## src/rtl/priority_encoder_4x2_seq.sv

```systemverilog
// Registered 4-to-2 request encoder with pending register and valid/ready out.
// Ports: clk, rst (sync, high), E/D request capture, RDY in; A/V index out,
//        PEND pending status, OVF one-cycle re-request-while-pending pulse.
module priority_encoder_4x2_seq #(
   parameter bit RR = 1'b0
) (
   input  logic       clk,
   input  logic       rst,
   input  logic       E,
   input  logic [3:0] D,
   input  logic       RDY,
   output logic [1:0] A,
   output logic       V,
   output logic [3:0] PEND,
   output logic       OVF
);

   typedef enum logic {
      IDLE  = 1'b0,
      VALID = 1'b1
   } state_t;

   state_t     state;
   state_t     state_nx;
   logic [1:0] a_nx;
   logic [1:0] ptr;
   logic [1:0] ptr_nx;
   logic [3:0] pend_nx;
   logic       ovf_nx;
   logic       xfer;
   logic [3:0] clr;
   logic [3:0] req;
   logic [3:0] s;
   logic [1:0] sel;
   logic [1:0] idx;
   logic       found;

   assign V = (state == VALID);

   always_comb begin
      xfer    = V & RDY;
      clr     = xfer ? (4'b0001 << A) : 4'b0000;
      req     = E ? D : 4'b0000;
      // Arbitrate only over registered pending bits minus the one leaving.
      s       = PEND & ~clr;
      pend_nx = s | req;
      ovf_nx  = |(req & s);

      sel   = 2'd0;
      idx   = 2'd0;
      found = 1'b0;
      if (!RR) begin
         // Ascending scan: the last hit is the highest index.
         for (int i = 0; i < 4; i++) begin
            if (s[i]) sel = 2'(i);
         end
      end else begin
         // Start just after the last served index; j=4 wraps to ptr itself.
         for (int j = 1; j <= 4; j++) begin
            idx = ptr + 2'(j);
            if (!found && s[idx]) begin
               sel   = idx;
               found = 1'b1;
            end
         end
      end

      state_nx = state;
      a_nx     = A;
      ptr_nx   = ptr;
      unique case (state)
         IDLE: begin
            if (|s) begin
               a_nx     = sel;
               state_nx = VALID;
            end
         end
         VALID: begin
            if (xfer) begin
               if (|s) a_nx = sel;
               else state_nx = IDLE;
            end
         end
         default: state_nx = IDLE;
      endcase
      if (RR && xfer) ptr_nx = A;
   end

   always_ff @(posedge clk) begin
      if (rst) begin
         state <= IDLE;
         A     <= 2'b00;
         PEND  <= 4'b0000;
         OVF   <= 1'b0;
         ptr   <= 2'd3;
      end else begin
         state <= state_nx;
         A     <= a_nx;
         PEND  <= pend_nx;
         OVF   <= ovf_nx;
         ptr   <= ptr_nx;
      end
   end

endmodule
```

## config.mk

```make
export PLATFORM = sky130hd
export DESIGN_NAME = priority_encoder_4x2_seq
export DESIGN_NICKNAME = d
export VERILOG_FILES = /design/src/rtl/priority_encoder_4x2_seq.sv
export SDC_FILE = /design/constraint.sdc
export NUM_CORES = 1
export LEC_CHECK = 0
export BUFFER_PORTS_ARGS = -buffer_cell sky130_fd_sc_hd__buf_2
export CAP_MARGIN = 25
export CORE_AREA = 2 2 39 41
export CTS_BUF_LIST = sky130_fd_sc_hd__clkbuf_8
export DETAILED_ROUTE_END_ITERATION = 7
export DIE_AREA = 0 0 41 43
export GPL_TIMING_DRIVEN = 0
export PLACE_DENSITY = 0.63
export SLEW_MARGIN = 20
export SYNTH_ARGS = -nofsm -noshare
export SYNTH_HDL_FRONTEND = slang
export SYNTH_SLANG_ARGS = --single-unit
export TNS_END_PERCENT = 1
```

## constraint.sdc

```tcl
create_clock -name clk -period 1.55 [get_ports clk]
set_input_delay 0.2325 -clock clk [delete_from_list [all_inputs] [get_ports clk]]
set_output_delay 0.2325 -clock clk [all_outputs]
set_load 0.1 [all_outputs]
```

==> qor.txt <==
Critical path buffers and inverters: 1
Relative slew slack: 0.6780
Inst Count DP: 77
WHS Endpoint: PEND[1]
Crit-path max cell delay: 0.35 ns
Synth Net Count: 55
Top FF cell, synth: dfxtp_1
Worst skew pair latency: 0.23 ns
Most common cell in the netlist: dfxtp_1
Die ar.: 0.001763 mm2
Critical Path Sink Type: flip-flop
Ys Warns: 0
Arr. time, crit path: 1.65 ns
Peak supply drop: 0.4198 mV
Top cells by count, synth: dfxtp_1 (8), a21oi_1 (7), nor2_1 (4)
Average size of a mapped cell: 8.679 um2
Die width: 41 um
Sequential Area: 171.4 um2
Final hold slack: 0.2576 ns
Largest cells by area after synthesis: dfxtp_1 (39%), a21oi_1 (8.6%), a22oi_1 (5.5%)
DRC viols: 0
Post-DR wirelength/cell: 11.78 um
Setup repair bufs after CTS: 0
Crit path max-delay family: simple AND/OR/NAND/NOR gates
Final setup fails: 0
Clock Tree Buf Depth: 2
H-tree depth: 1
Minimum clock period: 1.490 ns
Dominant cell type by area after synthesis: dfxtp_1
Leakage: 0.2442 nW
Antenna Cells: 0
Layout Cells excl Fill: 81
Reg2reg setup slack: 0.06 ns
Synthesized area: 407.9 um2
Max Fanout on Critical Path: 8
WS Path Type: reg -> reg
Post-cts hold buffer count: 0
TritonCTS clock tree: built
Pin count of the biggest net entering global routing: 9
Status: finished, final reports clean
Pwr per Cell Area: 1364 mW/mm2
Root Buffer: clkbuf_8
CP max stage cell: or3_1
Initial antenna violation count: 0
Max Slew Vio Count: 0
Clock sink total: 8
Final hold violation count: 0
Vias in the first global route: 347
Multi-input logic area: 232.7 um2
Initial Util: 0.2948
DRT iter0 DRCs: 15
Post-cts gate resize count: 0
CP Launch Type: flip-flop
Slew @ Worst Pin: 0.4863 ns
Nets@finish: 74
Async SR Flop Fraction: 0
First-pass GRT wire length: 1.414 mm
GRT overflow: 0
Period utilization: 0.9612
Yosys cell types: 23
# rows: 14
FMAX: 671.2 MHz
Sequential share of the synthesized area: 0.3926
Routed Antenna Nets: 0
Post-synth top area share: 0.3926
WHS Path Cells: 3
FF-to-FF path depth: 5
Share of post-route cells with drive strength above 1: 0.4154
# fillers: 140
Total Routed Length: 954 um
All-layer global routing usage: 0.1205
Max-capacitance violation count: 0
Core area: 0.001384 mm2
Worst min path class: in -> reg
RSZ-0062 raised after global routing: false
Req. time, crit path: 1.71 ns
DR vias: 425
# port buffers: 14
EDFF count, synth: 0
GPL Wtd Cong: 0.7663
HPWL after detailed placement: 704.2 um
Synthesis-to-layout area growth: 37.73%
Ports: 16
CTS Buf Count: 3
Clock slew at reported path FFs: 0.04 ns
Max Clock Skew: 0.0006539 ns
Critical path cell sequence: buf_6 -> mux2_4 -> o22a_4 -> or3_1 -> a21oi_1
Hold path start: D[1]
TritonRoute pass-1 iters: 4
Syn Inst Count: 47
Die height: 43 um
Via/cell ratio: 5.247
Reg2reg end: A[0]
Synth Register Bits: 8
Crit Reg-Reg Startpoint: A[0]
## registers in the layout (all words and copies together), names as in the netlist
signal,count
A,2
OVF,1
PEND,4
V,1
## area by class of cell
| class | instances | share of cell area |
|---|---|---|
| Clock buffer | 3 | 0.07350 |
| Buffer | 2 | 0.02673 |
| Inverter | 2 | 0.01336 |
| Multi-Input combinational cell | 35 | 0.4143 |
| Timing Repair Buffer | 14 | 0.1247 |
| Tap cell | 16 | 0.03563 |
| Sequential cell | 8 | 0.3051 |
| Clock inverter | 1 | 0.006682 |
## routing by layer
| metal | track usage | vias to the layer above | part of all wire |
|---|---|---|---|
| met5 | 0 | - | 0 |
| met4 | 0.08000 | 0 | 0.016 |
| met3 | 0.04712 | 2 | 0.065 |
| met2 | 0.1531 | 11 | 0.47 |
| met1 | 0.1608 | 195 | 0.45 |
| li1 | - | 217 | - |
## cell usage in the layout (no fill, tap or decap), types with 3 or more instances in the layout
master / Yosys / layout
buf_2: 0 / 14
a21oi_1: 7 / 7
nor2_1: 4 / 4
dfxtp_2: 0 / 3
dfxtp_1: 8 / 3
nand2_1: 3 / 3
a22oi_1: 3 / 3
inv_1: 2 / 3
clkbuf_8: 0 / 3
## worst max-delay path by stage
stage	endpoint	cells after the start	slack, ns	start
detailed placement	A[0]	5	0.08	A[0]
CTS	A[0]	5	0.06	A[0]
floorplan	A[0]	5	-0.13	A[0]
finish	A[0]	5	0.06	A[0]
global placement	A[0]	5	0.08	A[0]
global route	A[0]	5	0.03	A[0]
## logic make-up after synthesis
kind of cell,share of synthesized area
AO/OA/AOI/OAI,0.3528
multiplexers,0.03680
AND/OR/NAND/NOR,0.1626
buffers and inverters,0.05521
flip-flops,0.3926
## power breakdown
group          internal, W  switching (W)
Clock             0.000172      0.0000882
Sequential        0.000229      0.0000218
Combinational    0.0000656       0.000190
Total             0.000466       0.000300
## per-stage QoR
stage               total power (W)    util  setup TNS (ns)  area (um2)  worst slack (ns)
floorplan                 0.0004616       -         -0.1317       419.2           -0.1317
global placement          0.0005047  0.3680               0       509.2           0.07999
detailed placement        0.0005060  0.3680               0       509.2           0.07699
CTS                       0.0007704  0.4005               0       554.3           0.06433
global route              0.0008051  0.4060               0       561.8           0.02706
finish                    0.0007665  0.4060               0       561.8           0.06008
## worst reg2reg max path: stages, from the launching register on
cell and delay [ns]:
dfxtp_4 0.33, buf_6 0.13, mux2_4 0.29, o22a_4 0.20, or3_1 0.35, a21oi_1 0.12
Note: power is estimated with default switching activity, not from simulation.
